### config.mk
export PLATFORM = sky130hd
export DESIGN_NAME = rv32i_stage_sequencer
export DESIGN_NICKNAME = d
export VERILOG_FILES = /design/src/rtl/rv32i_stage_sequencer.sv
export SDC_FILE = /design/constraint.sdc
export NUM_CORES = 1
export LEC_CHECK = 0
export ABC_AREA = 1
export CAP_MARGIN = 30
export CORE_ASPECT_RATIO = 1.25
export CORE_MARGIN = 5
export CORE_UTILIZATION = 54
export DETAILED_ROUTE_END_ITERATION = 7
export GPL_TIMING_DRIVEN = 0
export PLACE_DENSITY = 0.83
export SYNTH_ARGS = -nofsm -noshare
export SYNTH_HDL_FRONTEND = slang
export SYNTH_SLANG_ARGS = --single-unit
### constraint.sdc
create_clock -name i_clk -period 2.9 [get_ports i_clk]
set_input_delay 0.725 -clock i_clk [delete_from_list [all_inputs] [get_ports i_clk]]
set_output_delay 0.725 -clock i_clk [all_outputs]
set_load 0.01 [all_outputs]
### src/rtl/rv32i_stage_sequencer.sv
// RV32I multi-cycle stage sequencer: fetch, two-phase decode, execute,
// optional data-memory access and writeback, with a sticky trap state.
// Optional feature: define SEQ_RETIRE_COUNTER_EN to add o_retired_count,
// a WORD_SIZE-bit wrapping count of o_pc_update pulses.
module rv32i_stage_sequencer #(
  parameter logic [7:0]  MEM_TIMEOUT = 8'd255,
  parameter int unsigned WORD_SIZE   = 32
) (
  input  logic       i_clk,
  input  logic       i_rst,
  output logic       o_fetch_req,
  input  logic       i_fetch_ack,
  output logic       o_decode_pause,
  input  logic       i_invalid_instruction,
  input  logic       i_ld_type,
  input  logic       i_str_type,
  input  logic       i_writeback_en,
  output logic       o_ex_en,
  output logic       o_mem_req,
  input  logic       i_mem_ack,
  output logic       o_wb_en,
  output logic       o_pc_update,
  output logic       o_trap,
  output logic [2:0] o_state
`ifdef SEQ_RETIRE_COUNTER_EN
  ,
  output logic [WORD_SIZE-1:0] o_retired_count
`endif
);

  localparam logic [2:0] S_FETCH     = 3'd0;
  localparam logic [2:0] S_DEC_OPC   = 3'd1;
  localparam logic [2:0] S_DEC_OPR   = 3'd2;
  localparam logic [2:0] S_EXECUTE   = 3'd3;
  localparam logic [2:0] S_MEMORY    = 3'd4;
  localparam logic [2:0] S_WRITEBACK = 3'd5;
  localparam logic [2:0] S_TRAP      = 3'd6;

  if (WORD_SIZE < 1) begin : g_bad_word_size
    $error("WORD_SIZE must be at least 1");
  end

  logic [2:0] state_q, state_d;
  logic       ld_q, ld_d;
  logic       st_q, st_d;
  logic [7:0] wait_q, wait_d;
  logic       pc_upd;

  // Next-state, class-flag capture and memory wait counting.
  // Only load/store need to survive EXECUTE: the writeback decision is made
  // there directly, and a completed load always proceeds to WRITEBACK.
  always_comb begin
    state_d = state_q;
    ld_d    = ld_q;
    st_d    = st_q;
    wait_d  = wait_q;
    pc_upd  = 1'b0;
    case (state_q)
      S_FETCH:   if (i_fetch_ack) state_d = S_DEC_OPC;
      S_DEC_OPC: state_d = S_DEC_OPR;
      S_DEC_OPR: state_d = i_invalid_instruction ? S_TRAP : S_EXECUTE;
      S_EXECUTE: begin
        ld_d   = i_ld_type;
        st_d   = i_str_type & ~i_ld_type;
        wait_d = '0;
        if (i_ld_type | i_str_type) begin
          state_d = S_MEMORY;
        end else if (i_writeback_en) begin
          state_d = S_WRITEBACK;
        end else begin
          state_d = S_FETCH;
          pc_upd  = 1'b1;
        end
      end
      S_MEMORY: begin
        if (i_mem_ack) begin
          if (ld_q) begin
            state_d = S_WRITEBACK;
          end else if (st_q) begin
            state_d = S_FETCH;
            pc_upd  = 1'b1;
          end else begin
            state_d = S_TRAP;
          end
        end else if (wait_q == MEM_TIMEOUT) begin
          state_d = S_TRAP;
        end else begin
          wait_d = wait_q + 8'd1;
        end
      end
      S_WRITEBACK: begin
        state_d = S_FETCH;
        pc_upd  = 1'b1;
      end
      S_TRAP:  state_d = S_TRAP;
      default: state_d = S_TRAP;
    endcase
    if (i_rst) pc_upd = 1'b0;
  end

  // State and class-flag registers with synchronous reset.
  always_ff @(posedge i_clk) begin
    if (i_rst) begin
      state_q <= S_FETCH;
      ld_q    <= 1'b0;
      st_q    <= 1'b0;
      wait_q  <= '0;
    end else begin
      state_q <= state_d;
      ld_q    <= ld_d;
      st_q    <= st_d;
      wait_q  <= wait_d;
    end
  end

  assign o_state        = state_q;
  assign o_fetch_req    = (state_q == S_FETCH);
  assign o_decode_pause = ~((state_q == S_DEC_OPC) | (state_q == S_DEC_OPR));
  assign o_ex_en        = (state_q == S_EXECUTE);
  assign o_mem_req      = (state_q == S_MEMORY);
  assign o_wb_en        = (state_q == S_WRITEBACK) & ~i_rst;
  assign o_trap         = (state_q == S_TRAP);
  assign o_pc_update    = pc_upd;

`ifdef SEQ_RETIRE_COUNTER_EN
  logic [WORD_SIZE-1:0] retired_q, retired_d;

  // Retired-instruction count, one per PC advance, wrapping naturally.
  always_comb begin
    retired_d = retired_q;
    if (pc_upd) retired_d = retired_q + 1'b1;
  end

  // Retired counter register.
  always_ff @(posedge i_clk) begin
    if (i_rst) retired_q <= '0;
    else       retired_q <= retired_d;
  end

  assign o_retired_count = retired_q;
`endif

endmodule

[Word-level counts from Yosys, hierarchy flattened]
Index checks and enable logic that the tools add are counted.
Word-level totals
  flip-flop bits (word level): 13
  latch bits: 0
  bits in writable memories: 0
  memory bits (read-only): 0
  output and inout bits: 10
  logic and storage cells: 46
  memories kept: 0
Cells by class
  add/sub/neg operators: 1
  multipliers: 0
  div/mod/pow operators: 0
  magnitude comparators: 0
  eq/ne operators: 11
  shift operators: 0
  mux-type cells: 19
  bitwise logic cells: 7
  reductions and logical operators: 4
Operators with widths (count)
  $mux W3: 8
  $pmux W3 S6: 1
  $mux W8: 2
  $pmux W8 S2: 1
  $eq A3 B3 Y1 const B: 3
  $add A8 B1 Y8 const B: 1
  $eq A8 B8 Y1 const B: 1
  $eq A3 B2 Y1 const B: 2
  $mux W1: 6
  $ne A2 B2 Y1 const B: 2
  $eq A3 B1 Y1 const B: 1
  $logic_not A3 Y1: 1
  $ne A3 B1 Y1 const B: 1
  $not A1 Y1: 3
  $pmux W1 S3: 1
  $reduce_and A3 Y1: 1
  $and A1 B1 Y1: 2
  $ne A2 B1 Y1 const B: 1
  $or A1 B1 Y1: 2
  $reduce_and A2 Y1: 1
  $reduce_bool A2 Y1: 1

[Logic depth before layout (Yosys ltp)]
Gate-level depths: netlist of run 1.
  word-level depth: 5
  depth in mapped cells: 10

[Worst setup path before layout of run 1]
No wires, ideal clock.
  path kind: input -> output
  start: input port i_writeback_en
  end: output port o_pc_update
  arrival time: 1.175 ns
  setup slack: 1.000 ns
  cell stages on the path: 3
  path buffers: 0
  path through: nand3b_1 o21ai_0 o21a_1
Between the ends
  word-level cells in the longest chain between the ends: 4
Ends and longest elaborated chain
  start: declaration: line 17  | input logic i_writeback_en,
  $mux W1: line 68  | end else if (i_writeback_en) begin
  $mux W1: line 66  | if (i_ld_type | i_str_type) begin
  $pmux W1 S3: line 58  | case (state_q)
  $mux W1: line 98  | if (i_rst) pc_upd = 1'b0;
  end: declaration: line 22  | output logic o_pc_update,
Every way passes these cells.

[Final worst setup path of run 1]
  start: input port i_rst
  end: output port o_wb_en
Between the ends
  word-level cells in the longest chain between the ends: 2
Ends and longest elaborated chain
  start: declaration: line 10  | input logic i_rst,
  $not A1 Y1: line 121  | assign o_wb_en = (state_q == S_WRITEBACK) & ~i_rst;
  $and A1 B1 Y1: line 121
  end: declaration: line 21  | output logic o_wb_en,
Every way passes these cells.

==> results by stage, run 1 <==
Timing:
- The number of max-slew violations in the final report is 0.
- The final worst-path cycle share is 93.0%.
- The clock arrives with 1.49 ps of skew.
- The fmax is 371 MHz.
- Setup violations remaining at the end of the flow were counted as 0.
- In this run the tightest slew margin relative to its limit is 76.9%.
- Setup repair after global routing left no endpoint under its margin.
- At the pin with the least slew margin, the transition time is 342 ps.
- The worst-case hold slack is 486 ps.
- The final-report hold violation count was 0.
- The clock period minus final worst setup slack is 2700 ps.

Synthesis:
- Of all flip-flops after synthesis, the portion carrying an async set or reset was 0%.
- Counting every net in the synthesized netlist gives 142.
- During synthesis, Yosys emitted a total of 0 warnings.
- The mean instance size in the synthesized netlist is 6.89 µm².
- In the synthesized netlist the dominant register cell turns out to be sky130_fd_sc_hd__dfxtp_1.
- The number of distinct library cells after synthesis is 26.
- The number of synthesized flops with an enable pin is 0.
- Synthesis handed over a netlist of 133 instances.
- The cell area that synthesis handed to floorplanning was 916 µm².
- The register bit count reported by yosys is 13.
- Sequential elements use 28.4% of the synthesized area.

Hold path:
- The endpoint with the worst hold slack is st_q.
- The origin of the worst min-delay path is st_q.
- The worst hold path belongs to the class flop to flop.
- The instance count along the most critical hold path is 2.

Clock tree:
- The clock transition at the registers of the reported paths is 80 ps.
- In this run, CTS created clock tree buffers numbering 3.
- The root buffer selected by CTS is sky130_fd_sc_hd__clkbuf_4.
- The count of hold-fix buffers inserted at cts is 0.
- The source-to-sink clock delay at the later pin of the worst-skew pair is 280 ps.
- The CTS tree is yes.
- CTS built an H-tree with a depth of 1.
- Counting every sink on the clock net gives 13.
- The buffer depth of the longest clock path is 2.

GRT:
- The aggregate global routing overflow is 0.
- Global routing consumed, over all layers together, 17.6% of the routing resources.
- The via count of the first global-routing pass is 910.
- The maximum number of pins on one net before global-route repair is 11.
- The first global-routing pass estimated 3530 µm of wire.
- The highest-utilization routing layer at the global route stage is met2.
- In the global route stage, met3 resource usage came out at 3.56%.
- Global routing consumed, on the met1 layer, 20.0% of the routing resources.
- The number of antenna violations at the first check in global routing is 0.
- The met2 global-route usage is 29.7%.

Final layout:
- The final layout contains 164 nets.
- Compared with the post-synthesis result, the final layout area differs by 24.3%.
- The number of cells in the finished layout apart from fillers is 172.
- The final standard cell area without fillers is 0.00114 mm².
- The commonest non-fill, non-tap cell in the layout is sky130_fd_sc_hd__nand2_1.
- The number of inserted filler cells in the final layout is 136.
- 0 antenna diodes ended up in the layout.
- In the final layout, flip-flops and latches occupy 260 µm².
- The top cell types in the final layout, fill and taps aside, are 31 x sky130_fd_sc_hd__nand2_1, 15 x sky130_fd_sc_hd__inv_1, 15 x sky130_fd_sc_hd__clkdlybuf4s50_1, 14 x sky130_fd_sc_hd__nor2_1, 13 x sky130_fd_sc_hd__dfxtp_1.
- Cells with a size suffix above 1 make up 19.5% of the layout.
- The area of the multi-input gates is 542 µm².

Power:
- The worst voltage drop across the vdd grid is 0.000557 V.
- For this design the ratio of total power to cell area is 750 mW/mm².
- In this run the static leakage power is 0.494 nW.

Placement:
- The total placed instance area is 0.00111 mm².
- The wire-length estimate of the detail-placed layout is 1530 µm.
- The final RePlAce weighted congestion is 0.899.
- Once placement completed, the tool counted placed cells totaling 168.
- The count of buffers from port buffering is 17.

Critical path:
- The kind of critical path is input port to output port.
- The worst setup slack for register-to-register paths is 1380 ps.
- The largest driver fanout on the critical path is 6.
- On the critical path the largest part of the delay comes from buffers and inverters.
- The endpoint of the lowest-slack register-to-register path is wait_q[5].
- The data required time at the worst endpoint is 2170 ps.
- Data on the critical path arrives at its endpoint at 1970 ps.
- The worst setup path is captured at an output port.
- Together, buffers and inverters on the worst path number 2.
- The largest single stage delay on the critical path is 550 ps.
- The master of the slowest instance on the critical path is sky130_fd_sc_hd__clkdlybuf4s50_1.
- Counting stages on the worst path, the most repeated cell is sky130_fd_sc_hd__clkdlybuf4s50_1.
- The number of cells on the worst reg-to-reg path is 9.
- In this run the critical register-to-register path is launched from wait_q[0].
- Walking the worst path, the cells encountered are clkdlybuf4s50_1 -> nor2_1 -> clkdlybuf4s50_1.
- The sort of element at the start of the critical path is an input port.

Floorplanning:
- The die outline area is 0.00262 mm².
- The number of ports placed on the die boundary is 18.
- The placeable core region is 0.00158 mm².
- The floorplan step set the die width to 46.8 µm.
- The initialized floorplan defines 16 standard-cell rows.
- The effective utilization at floorplan is 57.9%.
- The die is 56.0 µm tall.

Drt:
- The detailed router finished its first iteration with 14 violations.
- The ratio of routed vias to standard cells is 5.16.
- Detailed routing inserted a total of 888 vias.
- The DRC violation count after routing is 0.
- Once detail routing completed, the nets flagged for antenna violations numbered 0.
- Dividing the detail-routed wire length by the instance count gives 11.5 µm.
- The iteration count of the initial detailed-routing pass is 4.
- After detailed routing, the total wire length is 1990 µm.

Status:
- The run finished with clean final reports.

Job:
- Across the run, the number of max-cap violations was 0.
## where the power goes
part	total, mW	internal (mW)	switching (mW)
Sequential	0.236	0.209	0.0267
Clock	0.116	0.0534	0.0624
Combinational	0.502	0.229	0.272
Total	0.854	0.492	0.361
## cell families (layout without fill, tap and decap cells)
| logic type | Yosys count | count (layout) | synth area share [%] |
|---|---|---|---|
| adders and majority gates | 1 | 1 | 1.37 |
| DFF | 13 | 13 | 28.4 |
| and+or+nand+nor | 78 | 78 | 44.7 |
| AOI/OAI and AO/OA | 20 | 20 | 13.1 |
| buffers and inverters | 21 | 42 | 12.4 |
## worst max path at each step
stage / from / slack [ps] / cells after the start / endpoint
after floorplan: i_writeback_en / 1000 / 3 / o_pc_update
after global placement: i_rst / -140 / 4 / o_pc_update
after detailed placement: i_rst / -130 / 4 / o_pc_update
after CTS: i_rst / 9 / 4 / o_pc_update
after global routing: i_rst / 150 / 3 / o_wb_en
final: i_rst / 200 / 3 / o_wb_en
## per-stage QoR
step	power, mW	utilization, %	setup TNS, ps	setup WS, ps
4_1_cts	0.857	71.8	0	8.95
3_3_place_gp	0.731	70.1	-141	-141
2_1_floorplan	0.585	-	0	1000
3_5_place_dp	0.739	70.1	-126	-126
5_1_grt	0.923	72.0	0	150
6_report	0.854	72.0	0	202
## worst register-to-register path: stages (launching register included)
cell and delay [ps]:
sky130_fd_sc_hd__dfxtp_1 380, sky130_fd_sc_hd__ha_1 220, sky130_fd_sc_hd__nand2_2 90, sky130_fd_sc_hd__nor2_4 120
sky130_fd_sc_hd__nand2_2 80, sky130_fd_sc_hd__nand2_4 110, sky130_fd_sc_hd__nand2_4 80, sky130_fd_sc_hd__buf_12 150
sky130_fd_sc_hd__a21oi_1 150, sky130_fd_sc_hd__nor2_2 40
## Yosys cell counts (2+ instances only)
library cell | instances | area, µm²
sky130_fd_sc_hd__nor2_1 | 14 | 52.6
sky130_fd_sc_hd__dfxtp_1 | 13 | 260
sky130_fd_sc_hd__nor2_4 | 2 | 22.5
sky130_fd_sc_hd__a21oi_1 | 7 | 35.0
sky130_fd_sc_hd__nor3_1 | 2 | 10.0
sky130_fd_sc_hd__nand3_1 | 12 | 60.1
sky130_fd_sc_hd__a21oi_2 | 3 | 26.3
sky130_fd_sc_hd__nor2_2 | 6 | 37.5
sky130_fd_sc_hd__buf_6 | 2 | 22.5
sky130_fd_sc_hd__nand2_2 | 4 | 25.0
sky130_fd_sc_hd__nand2_1 | 31 | 116
sky130_fd_sc_hd__nand2_4 | 3 | 33.8
sky130_fd_sc_hd__o21ai_0 | 7 | 35.0
sky130_fd_sc_hd__inv_1 | 15 | 56.3
## metal layers
metal  vias up  wire length, µm
met5         -                0
met4         0               50
met3         7               73
met2        23              997
met1       393              863
li1        465                -
## registers in the layout, indices dropped and copies added, names as in the netlist
| signal | cells |
|---|---|
| ld_q | 1 |
| o_state | 3 |
| st_q | 1 |
| wait_q | 8 |
## timing repair
item                                    CTS  global route
resized for setup                         2             3
gates cloned                              0             0
setup buffers                             0             0
endpoints found under the setup margin    1             1
pin swaps                                 0             0
## final cells by class
cell class	instances	area share, %
plain buffers	4	4.40
repair buffers	17	15.1
flip-flops and latches	13	22.9
well taps	18	1.98
multi-input cells	99	47.6
inverters	17	5.82
clock buffers	4	2.31
No activity file was read; power rests on OpenSTA's default activity.
==> inputs of run 2 (changes only) <==
--- a/config.mk
+++ b/config.mk
@@ -13,6 +13,7 @@
 export DETAILED_ROUTE_END_ITERATION = 7
 export GPL_TIMING_DRIVEN = 0
 export PLACE_DENSITY = 0.83
+export SKIP_LAST_GASP = 1
 export SYNTH_ARGS = -nofsm -noshare
 export SYNTH_HDL_FRONTEND = slang
 export SYNTH_SLANG_ARGS = --single-unit
==> results of run 2 <==
Same layout as run 1: the final DEF is identical, and so are final timing and power.
==> inputs of run 3 (changes only) <==
--- a/config.mk
+++ b/config.mk
@@ -5,15 +5,14 @@
 export SDC_FILE = /design/constraint.sdc
 export NUM_CORES = 1
 export LEC_CHECK = 0
-export ABC_AREA = 1
 export CAP_MARGIN = 30
 export CORE_ASPECT_RATIO = 1.25
 export CORE_MARGIN = 5
-export CORE_UTILIZATION = 54
+export CORE_UTILIZATION = 27
 export DETAILED_ROUTE_END_ITERATION = 7
 export GPL_TIMING_DRIVEN = 0
-export PLACE_DENSITY = 0.83
 export SKIP_LAST_GASP = 1
 export SYNTH_ARGS = -nofsm -noshare
 export SYNTH_HDL_FRONTEND = slang
 export SYNTH_SLANG_ARGS = --single-unit
+export TNS_END_PERCENT = 1
==> results by stage, run 3 <==
Clock tree:
- The CTS H-tree depth is 1.
- The count of hold-fix buffers inserted at cts is 0.
- The root buffer selected by CTS is sky130_fd_sc_hd__clkbuf_4.
- Clock latency on the worst-skew pair, taken at its later pin, is 290 ps.
- After clock tree synthesis, the setup repair step added 0 buffers.
- For this design, the sink count on the clock tree is 13.
- The total clock buffers created by CTS is 3.
- The clock transition at the registers of the reported paths is 80 ps.
- No sink is reached through more buffers than the 2 on the longest clock path.
- TritonCTS built the clock tree.

Critical path:
- The worst setup slack for register-to-register paths is 1210 ps.
- Data on the critical path is required at its endpoint by 2170 ps.
- The kind of critical path is flop to output port.
- The endpoint of the lowest-slack register-to-register path is wait_q[3].
- Along the worst path, the maximum fanout reaches 10.
- The sort of element at the start of the critical path is a flop.
- The number of cells on the worst reg-to-reg path is 5.
- The endpoint kind of the worst setup timing path is an output port.
- The slowest stage of the critical path is the sky130_fd_sc_hd__clkdlybuf4s50_1 cell.
- In this run the critical register-to-register path is launched from o_state[0].
- For the worst setup path, the data arrival time is 2050 ps.
- The signal on the critical path passes through clkbuf_1 -> nand3b_1 -> buf_2 -> inv_1 -> clkdlybuf4s50_1.
- In this design, the stage delay of the slowest critical-path cell is 530 ps.

Final layout:
- Fill cells in the final layout number 317.
- The commonest non-fill, non-tap cell in the layout is sky130_fd_sc_hd__clkdlybuf4s50_1.
- The top cell types in the final layout, fill and taps aside, are 15 x sky130_fd_sc_hd__clkdlybuf4s50_1, 13 x sky130_fd_sc_hd__dfxtp_1, 11 x sky130_fd_sc_hd__a21oi_1, 11 x sky130_fd_sc_hd__nand3_1, 9 x sky130_fd_sc_hd__nand2_1.
- The register with the most flip-flops in the layout has 8 of them.
- The diode insertion count for antenna repair is 0.
- Relative to the synthesized area, the layout overhead comes to 30.4%.
- In the final design database the tool counted 137 nets.
- The largest register by flop count is wait_q.
- The number of cells in the finished layout apart from fillers is 163.
- The post-route core utilization is 36.1%.
- Of the cells placed in the final design, the portion with a size suffix greater than 1 is 9.45%.

GRT:
- The first global-routing pass estimated 3410 µm of wire.
- The total global-route track usage is 10.3%.
- The number of antenna violations at the first check in global routing was 0.
- The via count of the first global-routing pass is 795.
- The aggregate global routing overflow is 0.
- Entering global routing, the biggest net connects 11 pins.

Drt:
- The total via count after detailed routing is 844.
- The detailed-route wire length is 1990 µm.
- The iteration count of the initial detailed-routing pass is 4.
- The average wire per cell in the routed design is 12.2 µm.
- The ratio of routed vias to standard cells is 5.18.
- In the routed design, unresolved DRC markers number 0.
- The DRC violation total after the first TritonRoute iteration is 22.
- The number of antenna-violating nets in the routed design is 0.

Synthesis:
- For this run, the number of Yosys warnings is 0.
- The top-area cell type share of the netlist area is 32.2%.
- In the synthesized netlist, the cells that appear most often are 13 x sky130_fd_sc_hd__dfxtp_1, 11 x sky130_fd_sc_hd__a21oi_1, 11 x sky130_fd_sc_hd__nand3_1, 9 x sky130_fd_sc_hd__nand2_1, 8 x sky130_fd_sc_hd__nor2_1.
- The number of standard cells after synthesis is 106.
- After synthesis the cells add up to 807 µm².
- The average instance in the mapped netlist occupies 7.61 µm².
- After synthesis, flip-flops and latches occupy 32.2% of the total area.
- The register bit count reported by yosys is 13.
- After synthesis, the share of flip-flops with an asynchronous set or reset is 0%.
- The synthesized design spends more area on one cell type than any other, namely sky130_fd_sc_hd__dfxtp_1.
- Counting distinct cell types in the post-synthesis netlist gives 36.
- The dominant synthesized flop cell is sky130_fd_sc_hd__dfxtp_1.
- Counting flops with a built-in enable in the synthesized netlist gives 0.
- By area the synthesized netlist is led by sky130_fd_sc_hd__dfxtp_1 32%, sky130_fd_sc_hd__a21oi_1 6.8%, sky130_fd_sc_hd__nand3_1 6.8%.
- Synthesis produced a netlist with a net count of 115.
- Yosys instantiated no cell more often than sky130_fd_sc_hd__dfxtp_1.

Timing:
- The final-report hold violation count was 0.
- In the final timing run, aggregate negative setup slack is 0 ps.
- The final worst-path cycle share is 95.5%.
- The routed design could run at a clock period as short as 2770 ps.
- Setup slack on the critical path of the routed design comes to 129 ps.
- Timing would allow up to 361 MHz.
- The slew of the pin with the lowest slew margin is 476 ps.
- Measured against its own limit, the worst slew margin works out to 68.2%.
- Between clock sinks in the finished design, the worst skew comes to 3.93 ps.
- The count of endpoints failing setup in the final report is 0.
- The number of max-slew violations in the final report is 0.
- Setup repair after global routing could not meet its margin everywhere.

Floorplanning:
- The initial utilization of the core area, before any placement, comes to 27.7%.
- The number of ports placed on the die boundary is 18.
- The vertical die dimension is 71.1 µm.
- The die outline area is 0.00419 mm².
- The die is 58.9 µm wide.
- The placeable core region is 0.00292 mm².
- The row count is 22.

Job:
- The count of maximum capacitance violations is 0.

Hold path:
- The type of the worst min-delay path is flop to flop.
- The instance count along the most critical hold path is 2.
- The endpoint with the worst hold slack is wait_q[7].
- The origin of the worst min-delay path is wait_q[7].

Power:
- IR analysis of the VDD net gives a maximum drop of 0.000237 V.
- Dividing total power by cell area gives a power density of 431 mW/mm².
- The total design power is 453 µW.
- The leakage power total is 0.354 nW.

Placement:
- In this run the tool buffered the top-level ports with 17 buffer cells.
- Detailed placement ended at an HPWL of 1520 µm.
- Once placement completed, the tool counted placed cells totaling 159.
- The worst setup timing slack at the placement stage is -286 ps.
- The final RePlAce weighted congestion is 0.832.

Status:
- The run finished with clean final reports.
run 3: cell types whose count changed after synthesis, sizes merged, moves of 3 or more:
cell / change
nand2b: +3
clkbuf: +4
nand2: -29
or3: +4
inv: -12
nor2: -15
a31oi: +3
run 3: kinds of logic (layout without fill, tap and decap cells):
| family | Yosys count | count (layout) | share of synthesized area [%] |
|---|---|---|---|
| adders and majority gates | 1 | 1 | 1.55 |
| xor gates and xnor gates | 1 | 1 | 1.09 |
| DFF | 13 | 13 | 32.2 |
| buffers and inverters | 10 | 31 | 5.73 |
| muxes | 1 | 1 | 1.24 |
| and+or+nand+nor | 50 | 50 | 35.0 |
| AOI/OAI and AO/OA | 30 | 30 | 23.1 |
run 3: worst max path at each step:
| stage | to | cells after the start | startpoint |
|---|---|---|---|
| after floorplan | o_pc_update | 4 | i_ld_type |
| after global placement | o_pc_update | 6 | i_ld_type |
| after detailed placement | o_pc_update | 6 | i_ld_type |
| after CTS | o_pc_update | 6 | i_ld_type |
| after global routing | o_ex_en | 5 | o_state[1] |
| final | o_ex_en | 5 | o_state[1] |
run 3: worst max-delay path: cells and delay by family (launching register included):
kind	cells	cell delay, ps
buffers and inverters	4	1190
DFF	1	420
and+or+nand+nor	1	160
run 3: where the power goes:
part / switching [mW] / internal [mW] / total [mW]
Combinational: 0.0672 / 0.0727 / 0.140
Clock: 0.0638 / 0.0513 / 0.115
Sequential: 0.0118 / 0.186 / 0.198
run 3: final cells by class:
cell class | count | area [µm²] | share of cell area (%)
Multi-Input combinational cell | 83 | 505 | 48.0
Sequential cell | 13 | 260 | 24.7
Timing Repair Buffer | 17 | 164 | 15.6
Tap cell | 36 | 45.0 | 4.28
Buffer | 6 | 35.0 | 3.33
Clock buffer | 3 | 22.5 | 2.14
Inverter | 4 | 15.0 | 1.43
Clock inverter | 1 | 5.00 | 0.476
run 3: what timing repair did:
action | 4_1_cts | 5_1_grt
gates resized for setup | 4 | 4
setup endpoints to repair | 2 | 2
cloned | 0 | 0
run 3: per-layer routing:
| metal | global-route usage, % | vias up | share of wire [%] |
|---|---|---|---|
| met3 | 1.09 | 5 | 4.0 |
| li1 | - | 437 | - |
| met5 | 0 | - | 0 |
| met1 | 11.9 | 384 | 42 |
| met4 | 6.05 | 0 | 2.9 |
| met2 | 17.6 | 18 | 51 |
run 3: metrics by stage:
step | instance area, µm² | hold slack, ps
after detailed placement | 1020 | 512
final | 1050 | 521
after floorplan | 807 | 471
after global placement | 1020 | 494
after global routing | 1050 | 564
after CTS | 1050 | 527
